[src/rtl/store_write_buffer_pkg.sv]
// Shared MIPS opcode constants and store-queue entry type.
// Latency: n/a (types and constants only).
// Backpressure: n/a.
package store_write_buffer_pkg;

  localparam logic [5:0] OP_LB  = 6'h20;
  localparam logic [5:0] OP_LH  = 6'h21;
  localparam logic [5:0] OP_LW  = 6'h23;
  localparam logic [5:0] OP_LBU = 6'h24;
  localparam logic [5:0] OP_LHU = 6'h25;
  localparam logic [5:0] OP_SB  = 6'h28;
  localparam logic [5:0] OP_SH  = 6'h29;
  localparam logic [5:0] OP_SW  = 6'h2B;

  localparam int BE_W = 4;

  // One queued store: word address, lane-replicated data, byte enables.
  typedef struct packed {
    logic [29:0]     waddr;
    logic [31:0]     wdata;
    logic [BE_W-1:0] be;
  } st_entry_t;

endpackage

[src/rtl/store_write_buffer_if.sv]
// Data-memory write port: one request held until acknowledged.
// Latency: n/a (signal bundle).
// Backpressure: master holds mem_req and payload stable until mem_ack.
interface store_write_buffer_if;
  import store_write_buffer_pkg::*;

  logic            mem_req;
  logic [31:0]     mem_addr;
  logic [31:0]     mem_wdata;
  logic [BE_W-1:0] mem_be;
  logic            mem_ack;

  modport master (output mem_req, mem_addr, mem_wdata, mem_be, input mem_ack);
  modport slave  (input mem_req, mem_addr, mem_wdata, mem_be, output mem_ack);
endinterface

[src/rtl/store_write_buffer_align.sv]
// Store/load decode, misalignment detect, byte-enable and lane-replicated data.
// Latency: combinational.
// Backpressure: none; pure function of the MEM-stage inputs.
module store_align
  import store_write_buffer_pkg::*;
(
  input  logic            valid,
  input  logic [5:0]      opcode,
  input  logic [1:0]      a,
  input  logic [31:0]     wd,
  output logic            is_store,
  output logic            is_load,
  output logic            ades,
  output logic [BE_W-1:0] be,
  output logic [31:0]     wdata
);

  // Decode the opcode and build enables/data for the addressed lanes.
  always_comb begin
    is_store = 1'b0;
    is_load  = 1'b0;
    ades     = 1'b0;
    be       = '0;
    wdata    = wd;
    case (opcode)
      OP_SB: begin
        is_store = 1'b1;
        be       = 4'b0001 << a;
        wdata    = {4{wd[7:0]}};
      end
      OP_SH: begin
        is_store = 1'b1;
        be       = a[1] ? 4'b1100 : 4'b0011;
        wdata    = {2{wd[15:0]}};
        ades     = valid & a[0];
      end
      OP_SW: begin
        is_store = 1'b1;
        be       = 4'b1111;
        wdata    = wd;
        ades     = valid & (a != 2'b00);
      end
      OP_LB, OP_LH, OP_LW, OP_LBU, OP_LHU: is_load = 1'b1;
      default: ;
    endcase
  end

endmodule

[src/rtl/store_write_buffer.sv]
// MEM-stage store queue: decodes stores, buffers them and drains to memory in order.
// Latency: a store pushed at edge N raises mem_req at edge N+2 at the earliest.
// Backpressure: Stall when the queue is full or a load hits a pending word; mem_* held until mem_ack.
module store_write_buffer
  import store_write_buffer_pkg::*;
#(
  parameter  int DEPTH = 4,
  localparam int CNT_W = $clog2(DEPTH) + 1
) (
  input  logic                  clk,
  input  logic                  reset_n,
  input  logic                  Valid3,
  input  logic [31:0]           Instr3,
  input  logic [31:0]           Addr3,
  input  logic [31:0]           WD3,
  output logic                  Stall,
  output logic                  AdES,
  output logic                  Empty,
  output logic [CNT_W-1:0]      Count,
  store_write_buffer_if.master  mem
);

  localparam int PTR_W = $clog2(DEPTH);

  typedef enum logic {S_IDLE, S_REQ} state_t;

  logic            is_store, is_load, ades;
  logic [BE_W-1:0] st_be;
  logic [31:0]     st_wdata;

  st_entry_t        fifo_q [DEPTH];
  st_entry_t        entry_in, head, head_nxt;
  logic [PTR_W-1:0] wr_ptr, rd_ptr;
  logic [CNT_W-1:0] cnt;
  logic             avail_q;
  logic             full, push, pop, load_hit;
  logic [DEPTH-1:0] hit_vec;
  state_t           state;

  store_align u_align (
    .valid    (Valid3),
    .opcode   (Instr3[31:26]),
    .a        (Addr3[1:0]),
    .wd       (WD3),
    .is_store (is_store),
    .is_load  (is_load),
    .ades     (ades),
    .be       (st_be),
    .wdata    (st_wdata)
  );

  // Full is taken from the registered count only, keeping mem_ack off the Stall path.
  assign full     = (cnt == CNT_W'(DEPTH));
  assign push     = Valid3 & is_store & ~ades & ~full;
  assign pop      = (state == S_REQ) & mem.mem_ack;
  assign entry_in = '{waddr: Addr3[31:2], wdata: st_wdata, be: st_be};
  assign head     = fifo_q[rd_ptr];
  assign head_nxt = fifo_q[rd_ptr + PTR_W'(1)];

  // An entry is live when its distance from the read pointer is below the count;
  // the in-flight head stays live until its ack pops it.
  for (genvar g = 0; g < DEPTH; g++) begin : g_hz
    logic [PTR_W-1:0] offs;
    assign offs       = PTR_W'(g) - rd_ptr;
    assign hit_vec[g] = (CNT_W'(offs) < cnt) && (fifo_q[g].waddr == Addr3[31:2]);
  end
  assign load_hit = |hit_vec;

  assign AdES  = ades;
  assign Stall = Valid3 & ((is_store & ~ades & full) | (is_load & load_hit));
  assign Empty = (cnt == '0) & ~mem.mem_req;
  assign Count = cnt;

  // Queue storage; contents are qualified by the count, so no reset is needed.
  always_ff @(posedge clk) begin
    if (push) fifo_q[wr_ptr] <= entry_in;
  end

  // Pointers, occupancy, and the "settled head" flag that gates a fresh launch.
  always_ff @(posedge clk or negedge reset_n) begin
    if (!reset_n) begin
      wr_ptr  <= '0;
      rd_ptr  <= '0;
      cnt     <= '0;
      avail_q <= 1'b0;
    end else begin
      if (push) wr_ptr <= wr_ptr + PTR_W'(1);
      if (pop)  rd_ptr <= rd_ptr + PTR_W'(1);
      case ({push, pop})
        2'b10:   cnt <= cnt + CNT_W'(1);
        2'b01:   cnt <= cnt - CNT_W'(1);
        default: cnt <= cnt;
      endcase
      // Only entries already present before this edge and not popped count as
      // settled, so a freshly pushed store waits one extra cycle before launch.
      avail_q <= (cnt > CNT_W'(pop));
    end
  end

  // Drain FSM: launch the head, hold until ack, chain the next entry without a bubble.
  always_ff @(posedge clk or negedge reset_n) begin
    if (!reset_n) begin
      state         <= S_IDLE;
      mem.mem_req   <= 1'b0;
      mem.mem_addr  <= '0;
      mem.mem_wdata <= '0;
      mem.mem_be    <= '0;
    end else begin
      case (state)
        S_IDLE: begin
          if (avail_q && (cnt != '0)) begin
            mem.mem_req   <= 1'b1;
            mem.mem_addr  <= {head.waddr, 2'b00};
            mem.mem_wdata <= head.wdata;
            mem.mem_be    <= head.be;
            state         <= S_REQ;
          end
        end
        S_REQ: begin
          if (mem.mem_ack) begin
            if (cnt > CNT_W'(1)) begin
              mem.mem_addr  <= {head_nxt.waddr, 2'b00};
              mem.mem_wdata <= head_nxt.wdata;
              mem.mem_be    <= head_nxt.be;
            end else begin
              mem.mem_req <= 1'b0;
              state       <= S_IDLE;
            end
          end
        end
        default: state <= S_IDLE;
      endcase
    end
  end

endmodule
[src/flat_wrapper.sv]
// flat-port wrapper written by rule: the top's interface ports become plain ports
module store_write_buffer_flat import store_write_buffer_pkg::*;
#(
  parameter  int DEPTH = 4,
  localparam int CNT_W = $clog2(DEPTH) + 1
)
  (clk, reset_n, Valid3, Instr3, Addr3, WD3, Stall, AdES, Empty, Count, mem_mem_req, mem_mem_addr, mem_mem_wdata, mem_mem_be, mem_mem_ack);
  store_write_buffer_if mem_i ();
  input  logic clk;
  input  logic reset_n;
  input  logic Valid3;
  input  logic [31:0] Instr3;
  input  logic [31:0] Addr3;
  input  logic [31:0] WD3;
  output logic Stall;
  output logic AdES;
  output logic Empty;
  output logic [CNT_W-1:0] Count;
  output wire logic [$bits(mem_i.mem_req)-1:0] mem_mem_req;
  output wire logic [$bits(mem_i.mem_addr)-1:0] mem_mem_addr;
  output wire logic [$bits(mem_i.mem_wdata)-1:0] mem_mem_wdata;
  output wire logic [$bits(mem_i.mem_be)-1:0] mem_mem_be;
  input wire logic [$bits(mem_i.mem_ack)-1:0] mem_mem_ack;
  assign mem_mem_req = mem_i.mem_req;
  assign mem_mem_addr = mem_i.mem_addr;
  assign mem_mem_wdata = mem_i.mem_wdata;
  assign mem_mem_be = mem_i.mem_be;
  assign mem_i.mem_ack = mem_mem_ack;
  store_write_buffer #(.DEPTH(DEPTH)) u_core (.clk(clk), .reset_n(reset_n), .Valid3(Valid3), .Instr3(Instr3), .Addr3(Addr3), .WD3(WD3), .Stall(Stall), .AdES(AdES), .Empty(Empty), .Count(Count), .mem(mem_i));
endmodule
[config.mk]
export PLATFORM = sky130hd
export DESIGN_NAME = store_write_buffer_flat
export DESIGN_NICKNAME = d
export VERILOG_FILES = /design/src/rtl/store_write_buffer_pkg.sv /design/src/rtl/store_write_buffer_if.sv /design/src/rtl/store_write_buffer_align.sv /design/src/rtl/store_write_buffer.sv /design/src/flat_wrapper.sv
export SDC_FILE = /design/constraint.sdc
export NUM_CORES = 1
export LEC_CHECK = 0
export ABC_AREA = 1
export BUFFER_PORTS_ARGS = -buffer_cell sky130_fd_sc_hd__buf_2
export CORE_ASPECT_RATIO = 0.5
export CORE_UTILIZATION = 35
export DETAILED_ROUTE_END_ITERATION = 8
export PLACE_DENSITY = 0.66
export SYNTH_ARGS = -nofsm -noshare
export SYNTH_HDL_FRONTEND = slang
export SYNTH_SLANG_ARGS = --single-unit
[constraint.sdc]
create_clock -name clk -period 4.56 [get_ports clk]
set_input_delay 0 -clock clk [delete_from_list [all_inputs] [get_ports clk]]
set_output_delay 0 -clock clk [all_outputs]
set_load 0.005 [all_outputs]
==> metrics.md, run 1 <==
| Metric | Value |
|---|---|
| Clk pin slew, worst setup/hold paths | 60 ps |
| Worst setup EP type | output port |
| Row count | between 50 and 60 |
| Worst setup path category | flip-flop to output port |
| Worst slew pin tran | between 1000 and 1500 ps |
| Leakage | around 0.0084 uW |
| Status | finished, final reports clean |
| Initial DRC count | around 1.4k |
| Num CTS Buffers | 35 |
| Final core area utilization | 0.424 |
| Worst Hold Class | primary input to flip-flop |
| Cell Chain, Critical Path | inv_1, nand2_4, nand2_1, ha_1, a21oi_1, nor2_1, nor2_1, nand2_1, nor2_1, nor2_1, nand2_1, nand2_1, nand2_1, buf_2 |
| Mapped Cells | ~1.8k |
| Root Buffer | clkbuf_16 |
| Buffers on Ports | between 100 and 150 |
| Gate power share | 0.353 |
| Switching share of power | 0.367 |
| Grt met1 use | 0.234 |
| Number of vias in the routed layout | 13.8k |
| Clk pwr share | 0.271 |
| Crit path max-delay family | simple AND/OR/NAND/NOR gates |
| Mapped Avg Cell Area | 9.28 sq um |
| CTS tree | yes |
| Initial antenna violation count | 0 |
| Vias per Instance | roughly 5.2 |
| Area added between synthesis and finish | 18.6% |
| Switching Power | just under 4000 uW |
| Postcts setup bufs | 0 |
| First-pass GRT wire length | approximately 73,000 microns |
| Number of global-route vias before repair | 13.3k |
| Fmax | a little under 300 MHz |
| Cell Area, Placed | 18,200 sq um |
| Clk_lat worst skew | 540 ps |
| Number of max-cap violations | 0 |
| Layout cell share with drive strength beyond 1 | 0.115 |
| Synth Warn # | 0 |
| Antenna viol nets, final | 0 |
| GR Layer Usage met2 | 0.337 |
| Largest net degree at the start of global routing | 97 |
| Buf/Inv on CP | 2 |
| # DRC | 0 |
| Total power draw | between 10,000 and 15,000 uW |
| RePlAce Congestion | around 0.84 |
| CTS HTree Levels | 2 |
| Worst-path fanout max | 80 |
| Sequential fraction of the synthesis area | 0.583 |
| Cell area after layout | ~20,000 sq um |
| Most frequent cells in the layout | inv_1, nand2_1, o22ai_1, edfxtp_1, o21ai_0 |
| CP max stage cell | nand2_4 |
| Synthesized cell area | about 17,000 sq um |
| Post-DR wirelength/cell | 17.9 microns |
| Total track usage | 0.190 |
| Largest stage delay, worst path | about 750 ps |
| Routed wire length | 47,500 microns |
| Maximum VDD drop | 0.331 mV |
| Final setup TNS | 0 ps |
| Final min period | ~3400 ps |
| Initial core utilization | 0.357 |
| Setup slack after placement | about 1500 ps |
| Overflow after GRT | 0 |
| Pwr dens | about 540 nW/um^2 |
| Final Max Slew Viols | 0 |
| Most used flip-flop cell after synthesis | edfxtp_1 |
| IO Pins | around 180 |
| RSZ-0062 raised after global routing | false |
| Longest Clk Path Bufs | 3 |
| Clock sinks | between 300 and 400 |
| Area of the die | between 40,000 and 50,000 sq um |
| Cell mode on critical path | nand2_1 |
| Fin. Hold Viols | 0 |
| Total Nets Final | ~2.1k |
| Max-slew headroom | 0.283 |
| Async SR Flop Fraction | 0.224 |
| Setup Viol. Count Final | 0 |
| CP Launch Type | flip-flop |
| Crit path arrival time | 3440 ps |
| Chip width | around 310 microns |
| CP required | between 4000 and 5000 ps |
| Synth cell types | 32 |
| Met3 GRT Util | 0.0278 |
| Drt first pass iters | 6 |
| Most common library cell in the layout ignoring fill and taps | inv_1 |
| Post-detail-place hpwl | 29,000 microns |
| Die Y-Extent | 157 microns |
| Sequential share of power | 0.376 |
| Final WS setup | between 1000 and 1500 ps |
| Internal power | slightly below 7000 uW |
| Core footprint | between 40,000 and 50,000 sq um |
| Most used routing layer | met2 |
| Final worst path period share | 0.755 |
| Post-synthesis register bit count | between 300 and 400 |
| Final setup skew | 16.4 ps |
| EDFF count, synth | roughly 260 |
cells in the mapped netlist, drive strengths merged, types with 15 or more instances:
library cell,count,area [sq um]
inv,329,1230
nand3,15,80.1
o21ai,167,836
nor2,147,564
edfxtp,264,7930
clkbuf,42,158
dfrtp,76,1900
buf,47,243
xor2,19,166
o22ai,264,1650
a31oi,66,413
nand2,320,1210
tightest hold or removal path, cell delays in order:
cell	delay (ps)
buf_2	100
inv_1	70
o21ai_0	160
power by group through the flow:
stage          registers [uW]  clock network, uW  logic [uW]
6_report                 4050               2920        3800
5_1_grt                  4090               3080        4220
4_1_cts                  4060               2950        3770
3_5_place_dp             4120                  0        3710
3_3_place_gp             4110                  0        3630
2_1_floorplan            4040                  0        2530
flip-flops by register name, indices dropped and copies added, names as in the netlist:
register and cells:
u_core.fifo_q 264, u_core.wr_ptr 2, u_core.state 1, u_core.mem.mem_be 4, u_core.mem.mem_req 1, u_core.mem.mem_wdata 32
u_core.mem.mem_addr 30, u_core.rd_ptr 2, u_core.Count 3, u_core.avail_q 1
stage by stage:
step | cells | hold WS [ps]
global placement | 2531 | 146
floorplan | 1818 | -296
detailed placement | 2531 | 142
global route | 2656 | 19.5
CTS | 2656 | 0.0146
finish | 2657 | 4.60
routing by layer:
layer	up-vias	wire (microns)
li1	6640	-
met1	6565	19300
met2	516	23600
met3	83	3040
met4	0	1470
met5	-	0
kinds of logic (layout without fill, tap and decap cells):
family | after synthesis | in the layout | synth area share
buf+inv | 418 | 618 | 0.0969
other cells | 1 | 3 | 0.000222
flops | 340 | 340 | 0.583
fa+ha+maj | 14 | 14 | 0.0104
xor+xnor | 27 | 27 | 0.0140
simple gates | 501 | 501 | 0.117
compound gates | 516 | 516 | 0.179
layout make-up:
| type | count | area [sq um] |
|---|---|---|
| Tap cell | 638 | 798 |
| Multi-Input combinational cell | 1060 | 5480 |
| Clock inverter | 13 | 150 |
| Timing Repair Buffer | 225 | 1490 |
| Clock buffer | 51 | 1020 |
| Fill cell | 4538 | 27200 |
| Sequential cell | 340 | 9830 |
| Antenna cell | 1 | 2.50 |
| Inverter | 329 | 1240 |
worst paths after layout:
path	start	endpoint	slack (ps)	cells after the start
hold / removal	WD3[15]	u_core.fifo_q[1][19]	5	3
min in group asynchronous	reset_n	u_core.mem.mem_addr[9]	100	2
setup reg to reg	u_core.state	u_core.mem.mem_addr[12]	1590	7
setup / recovery	u_core.rd_ptr[0]	Stall	1120	14
max in group asynchronous	reset_n	u_core.state	3520	3
hold reg to reg	u_core.mem.mem_req	u_core.mem.mem_req	510	2
timing repair:
item | CTS | global route
hold endpoints to repair | 284 | 0
gates resized for setup | 0 | 0
hold buffers | 61 | 0
No activity file was read; power rests on OpenSTA's default activity.
==> run 2, diff against run 1 <==
ABC_AREA = 0   (was 1)
PLACE_DENSITY = 0.64   (was 0.66)
clock period = 3.6 ns   (was 4.56 ns; I/O delays follow)
==> run 2 against run 1 <==
Net effect:
- count of clock-buffer cells in the layout fell by 2
- highest routed layer unchanged
- combinational power rose by 24%
- sequential cell count did not move
- critical path depth fell by 7
- global-route usage fell by 2.2 points
- die area fell by 1.2%
- register-to-register slack got worse by 380 ps
- hold slack improved by 22 ps
- sequential share of layout area rose by 0.61 points
- critical path type unchanged
- sequential power rose by 27%
==> metrics.md, run 2 <==
| Metric | Value |
|---|---|
| Final core area utilization | 0.421 |
| Sequential fraction of the synthesis area | 0.590 |
| Row count | 56 |
| Number of vias in the routed layout | between 9k and 10k |
| CP required | between 3000 and 4000 ps |
| Final setup TNS | 0 ps |
| Clk pwr share | 0.260 |
| Number of global-route vias before repair | roughly 10k |
| Layout cell share with drive strength beyond 1 | 0.288 |
| Worst-path fanout max | 3 |
| Async SR Flop Fraction | 0.224 |
| Area added between synthesis and finish | 18.6% |
| CP Launch Type | flip-flop |
| Routed wire length | slightly above 40,000 microns |
| Post-CTS Resized | 0 |
| Die Y-Extent | between 150 and 200 microns |
| Mapped Cells | about 1.1k |
| Postcts setup bufs | 0 |
| Post-synth top area share | 0.475 |
| Filler cells | 4,203 |
| Fin Hold WS | ~26 ps |
| Synth cell types | 40 |
| Final min period | ~2900 ps |
| Clk_lat worst skew | between 500 and 600 ps |
| Drt first pass iters | 7 |
| Post-DR wirelength/cell | between 20 and 25 microns |
| Post-synthesis register bit count | between 300 and 400 |
| Worst Hold Class | primary input to flip-flop |
| Worst setup path category | flip-flop to output port |
| Min-delay src | WD3[26] |
| Fin. Hold Viols | 0 |
| Buffers on Ports | ~150 |
| Hold Crit Depth | 3 |
| Commonest cells in the netlist | edfxtp_1, mux4_2, xnor2_1 |
| Most common library cell in the layout ignoring fill and taps | edfxtp_1 |
| Synthesized cell area | approximately 17,000 sq um |
| Maximum VDD drop | ~0.49 mV |
| Final WS setup | around 750 ps |
| Number of max-cap violations | 0 |
| RSZ-0062 raised after global routing | false |
| R2R depth | 3 |
| Mapped Avg Cell Area | around 16 sq um |
| Cell Chain, Critical Path | xor2_1, nor4_1, nand4_1, a2111oi_0, a2bb2oi_1, o211ai_1, buf_2 |
| First-pass GRT wire length | ~62,000 microns |
| Synth area leader | edfxtp_1 |
| Status | finished, final reports clean |
| Final setup skew | 21.9 ps |
| Switching Power | between 4000 and 5000 uW |
| Top area cells in the synthesized netlist | edfxtp_1, mux4_2, dfrtp_1 |
| Area of the die | 48,600 sq um |
| Hold_buf cts | 64 |
| Final worst path period share | 0.793 |
| Total Nets Final | roughly 1.4k |
| Largest stage delay, worst path | roughly 480 ps |
| Sequential share of power | 0.387 |
| Post-detail-place hpwl | 26,900 microns |
| Pwr dens | approximately 680 nW/um^2 |
| CTS HTree Levels | 2 |
| Largest net degree at the start of global routing | roughly 110 |
| Setup Viol. Count Final | 0 |
| Gate power share | 0.353 |
| EDFF count, synth | ~260 |
| Final Max Slew Viols | 0 |
| Top flop regs | u_core.fifo_q: 264 flops, u_core.mem.mem_wdata: 32 flops, u_core.mem.mem_addr: 30 flops |
| Core footprint | around 47,000 sq um |
| Most common cell in the netlist | edfxtp_1 |
| Switching share of power | 0.316 |
| Fmax | between 300 and 400 MHz |
| Internal power | 9130 uW |
| Worst slew pin tran | ~950 ps |
| Number of flip-flops in the largest register | between 200 and 300 |
| CP max stage cell | nor4_1 |
| Clk pin slew, worst setup/hold paths | 60 ps |
| Vias per Instance | 5.20 |
| Clock sinks | between 300 and 400 |
| Total track usage | 0.167 |
| Hold Crit Endpoint | u_core.fifo_q[0][30] |
| RePlAce Congestion | 0.862 |
| Root Buffer | clkbuf_16 |
| IO Pins | around 180 |
| Num CTS Buffers | 34 |
| Synth Warn # | 0 |
| Chip width | ~310 microns |
| FF-to-FF setup slack | 1210 ps |
| CTS tree | yes |
| Setup slack after placement | ~1100 ps |
| Longest Clk Path Bufs | 3 |
| Top reg by flops | u_core.fifo_q |
| # DRC | 0 |
| Leakage | just over 0.007 uW |
| Overflow after GRT | 0 |
| R2r startpoint | u_core.state |
| Initial antenna violation count | 1 |
| Max-slew headroom | 0.369 |
| Crit path arrival time | about 2900 ps |
| Worst reg2reg path endpoint | u_core.mem.mem_addr[30] |
| Initial DRC count | approximately 850 |
| Most frequent cells in the layout | edfxtp_1, buf_2, mux4_2, xnor2_1, mux2i_1 |
| Antenna viol nets, final | 0 |
| Initial core utilization | 0.355 |
| Most used flip-flop cell after synthesis | edfxtp_1 |
| Worst setup EP type | output port |
| Antenna fix cells | 0 |
## run 2: cell types whose count changed in the layout (fill, tap and decap cells not counted), moves of 70 or more
cell	before	now
mux2i_1	0	75
mux4_2	0	132
xnor2_1	8	78
nand2_1	315	44
nor2_1	140	70
inv_1	326	8
o22ai_1	264	0
o21ai_0	167	13
## run 2: worst max path at each step
| stage | from | to | slack, ps | depth (start not counted) |
|---|---|---|---|---|
| 2_1_floorplan | u_core.Count[0] | u_core.fifo_q[0][0] | 560 | 4 |
| 3_3_place_gp | Instr3[28] | u_core.fifo_q[0][12] | 1140 | 9 |
| 3_5_place_dp | Instr3[28] | u_core.fifo_q[1][14] | 1090 | 9 |
| 4_1_cts | u_core.fifo_q[2][38] | Stall | 730 | 7 |
| 5_1_grt | u_core.rd_ptr[0] | Stall | 530 | 8 |
| 6_report | u_core.fifo_q[2][38] | Stall | 750 | 7 |
## run 2: cell type report
| class | instances | area [sq um] | share of cell area |
|---|---|---|---|
| clock inverters | 13 | 131 | 0.00664 |
| well taps | 638 | 798 | 0.0404 |
| inverters | 11 | 41.3 | 0.00209 |
| repair buffers | 229 | 1550 | 0.0786 |
| flip-flops and latches | 340 | 9840 | 0.498 |
| clock buffers | 49 | 948 | 0.0480 |
| multi-input cells | 631 | 6460 | 0.327 |
## run 2: routing by layer
metal  track usage  vias up  wire (microns)
li1              -     4483               -
met1         0.201     5127           16100
met2         0.299      251           20900
met3        0.0289       73            1780
met4        0.0713        0            1510
met5             0        -               0
## run 2: cell families after synthesis
family,after synthesis,synth area share
flip-flops,340,0.590
multiplexers,216,0.229
AND/OR/NAND/NOR,170,0.0466
XOR/XNOR,127,0.0667
AO/OA/AOI/OAI,102,0.0332
buffers and inverters,83,0.0238
adder cells (fa/ha/maj),14,0.0105
other,1,0.000225
## run 2: worst max-delay path: cells and delay by family, from the launching register on
| kind | cells | cell delay [ps] |
|---|---|---|
| AO/OA/AOI/OAI | 3 | 710 |
| XOR/XNOR | 1 | 250 |
| buffers and inverters | 1 | 190 |
| flip-flops | 1 | 430 |
| AND/OR/NAND/NOR | 2 | 740 |
## run 2: stage by stage
step / cell area [sq um] / instances / total power, uW
floorplan: 16700 / 1054 / 8680
global placement: 18100 / 1785 / 9860
detailed placement: 18100 / 1785 / 9990
CTS: 19800 / 1911 / 13600
global route: 19800 / 1911 / 14100
finish: 19800 / 1911 / 13400
## run 2: power groups by stage
stage               Sequential [uW]  Clock [uW]  Combinational (uW)
floorplan                      5050           0                3630
detailed placement             5260           0                4740
finish                         5160        3470                4720
CTS                            5180        3550                4820
global placement               5240           0                4620
global route                   5230        3710                5180
==> run 3, diff against run 2 <==
clock period = 3 ns   (was 3.6 ns; I/O delays follow)
==> run 3 against run 2 <==
Net effect:
- the run now ends with design-rule violations left
- combinational power grew 22%
- count of clock-buffer cells in the layout increased by 10
- critical path depth is the same
- largest power group unchanged
- highest routed layer unchanged
==> metrics.md, run 3 (same netlist as run 2, synthesis figures left out) <==
| Metric | Value |
|---|---|
| Status | finished with violations |
| Failing checks | design-rule violations |
| Largest stage delay, worst path | approximately 490 ps |
| Final Max Slew Viols | 0 |
| CTS HTree Levels | 2 |
| RSZ-0062 raised after global routing | false |
| Chip width | approximately 310 microns |
| Clk pin slew, worst setup/hold paths | about 60 ps |
| CP max stage cell | nor4_1 |
| Total power draw | ~16,000 uW |
| Final setup skew | between 20 and 30 ps |
| Die Y-Extent | about 160 microns |
| Antenna fix cells | 0 |
| Post-DR wirelength/cell | 21.4 microns |
| Drt first pass iters | 9 |
| Worst slew pin tran | between 700 and 800 ps |
| IO Pins | between 150 and 200 |
| Initial DRC count | 796 |
| Pwr dens | around 810 nW/um^2 |
| Post-CTS Resized | 0 |
| Buffers on Ports | between 100 and 150 |
| Area of the die | 48,600 sq um |
| Filler cells | roughly 4.2k |
| Worst setup path category | flip-flop to output port |
| Sequential share of power | 0.380 |
| Clock sinks | 340 |
| Number of flip-flops in the largest register | approximately 260 |
| Most frequent cells in the layout | edfxtp_1, buf_2, mux4_2, xnor2_1, mux2i_1 |
| Internal power | 11,100 uW |
| Routed wire length | slightly above 40,000 microns |
| Fin. Hold Viols | 0 |
| Fmax | 354 MHz |
| Most common library cell in the layout ignoring fill and taps | edfxtp_1 |
| Gate power share | 0.358 |
| CTS tree | yes |
| Core footprint | 46,900 sq um |
| Clk_lat worst skew | between 500 and 600 ps |
| Top flop regs | u_core.fifo_q: 264 flops, u_core.mem.mem_wdata: 32 flops, u_core.mem.mem_addr: 30 flops |
| CP required | 3000 ps |
| Total track usage | 0.167 |
| Clk pwr share | 0.262 |
| Overflow after GRT | 0 |
| Row count | between 50 and 60 |
| Initial core utilization | 0.355 |
| Num CTS Buffers | 36 |
| Area added between synthesis and finish | 19.6% |
| Number of vias in the routed layout | 9,971 |
| Cell area after layout | ~20,000 sq um |
| Maximum VDD drop | roughly 0.57 mV |
| Worst-path fanout max | 3 |
| Top reg by flops | u_core.fifo_q |
| Antenna viol nets, final | 0 |
| Root Buffer | clkbuf_16 |
| Buf/Inv on CP | 1 |
| Final setup TNS | 0 ps |
| Total Nets Final | about 1.4k |
| Vias per Instance | around 5.2 |
| Worst Hold Class | primary input to flip-flop |
| Worst setup EP type | output port |
| Layout cell share with drive strength beyond 1 | 0.287 |
| Cell Chain, Critical Path | xor2_1, nor4_1, nand4_1, a2111oi_0, a2bb2oi_1, o211ai_1, buf_2 |
| Final worst path period share | 0.941 |
| Setup Viol. Count Final | 0 |
| RePlAce Congestion | approximately 0.9 |
| CP Launch Type | flip-flop |
| Switching share of power | 0.315 |
| Number of global-route vias before repair | around 10k |
| Crit path arrival time | between 2000 and 3000 ps |
| Crit path max-delay family | simple AND/OR/NAND/NOR gates |
| Number of max-cap violations | 0 |
| Max-slew headroom | 0.470 |
| Leakage | approximately 0.0072 uW |
| Switching Power | approximately 5100 uW |
| Longest Clk Path Bufs | 3 |
| Cell Area, Placed | 18,200 sq um |
| Post-detail-place hpwl | 26,700 microns |
| Initial antenna violation count | 0 |
| Final min period | 2820 ps |
| Largest net degree at the start of global routing | approximately 130 |
| First-pass GRT wire length | about 62,000 microns |
| # DRC | 1 |
==> run 3: cell types whose count changed in the layout (fill, tap and decap cells not counted) <==
cell           previous run  this run
clkbuf_8                  2         3
clkbuf_16                35        37
dlygate4sd3_1            64        65
clkbuf_1                 12        19
bufinv_16                 2         1
clkinv_1                  4         0
buf_16                    0         1
buf_4                    17         9
buf_12                    3        11
clkinv_8                  1         0
clkinvlp_4                1         0
==> run 3: cell type report <==
cell class	instances	area, sq um	share of cell area
tap	638	798	0.0400
inverter	11	41.3	0.00207
clock buffer	59	1040	0.0521
timing repair buffer	231	1690	0.0848
multi-input combinational	631	6460	0.324
clock inverter	6	62.6	0.00314
sequential	340	9840	0.494
==> run 3: worst reg2reg max path, stage by stage (launching register included) <==
cell	delay [ps]
dfrtp_1	400
inv_1	190
ha_1	290
a21oi_2	340
and2_2	240
buf_4	390
==> run 3: final timing paths <==
path / from / slack (ps) / cells past startpoint / to
max in group asynchronous: reset_n / 2120 / 3 / u_core.mem.mem_addr[31]
setup / recovery: u_core.fifo_q[2][38] / 180 / 7 / Stall
hold / removal: Addr3[0] / 70 / 3 / u_core.fifo_q[1][1]
hold reg to reg: u_core.mem.mem_addr[18] / 520 / 2 / u_core.mem.mem_addr[18]
min in group asynchronous: reset_n / 90 / 2 / u_core.mem.mem_addr[17]
setup reg to reg: u_core.Count[1] / 780 / 5 / u_core.fifo_q[3][23]
==> run 3: power groups by stage <==
stage          Combinational [uW]  Sequential [uW]  Clock, uW
2_1_floorplan                4360             6060          0
3_3_place_gp                 5570             6250          0
3_5_place_dp                 5720             6280          0
4_1_cts                      5800             6200       4320
5_1_grt                      6330             6230       4500
6_report                     5780             6140       4230
==> run 3: per-layer routing <==
metal  vias to the layer above  wire (microns)  GRT usage
met2                       304           21500      0.301
met5                         -               0          0
met3                        91            2080     0.0288
met1                      5100           16000      0.202
met4                         0            1290     0.0619
li1                       4476               -          -
==> run 3: per-stage QoR <==
step / setup slack, ps / hold slack (ps) / util / std cells
after floorplan: 676 / -296 / - / 1054
after global placement: 710 / 120 / 0.387 / 1785
after detailed placement: 639 / 155 / 0.387 / 1785
after CTS: 19.6 / 51.9 / 0.424 / 1915
after global routing: 50.6 / 91.4 / 0.425 / 1916
final: 176 / 72.6 / 0.425 / 1916
==> run 3: repair_timing <==
action,in CTS,in global routing
hold buffers,65,0
setup endpoints to repair,0,1
setup buffers,0,1
endpoints found under the hold margin,307,0
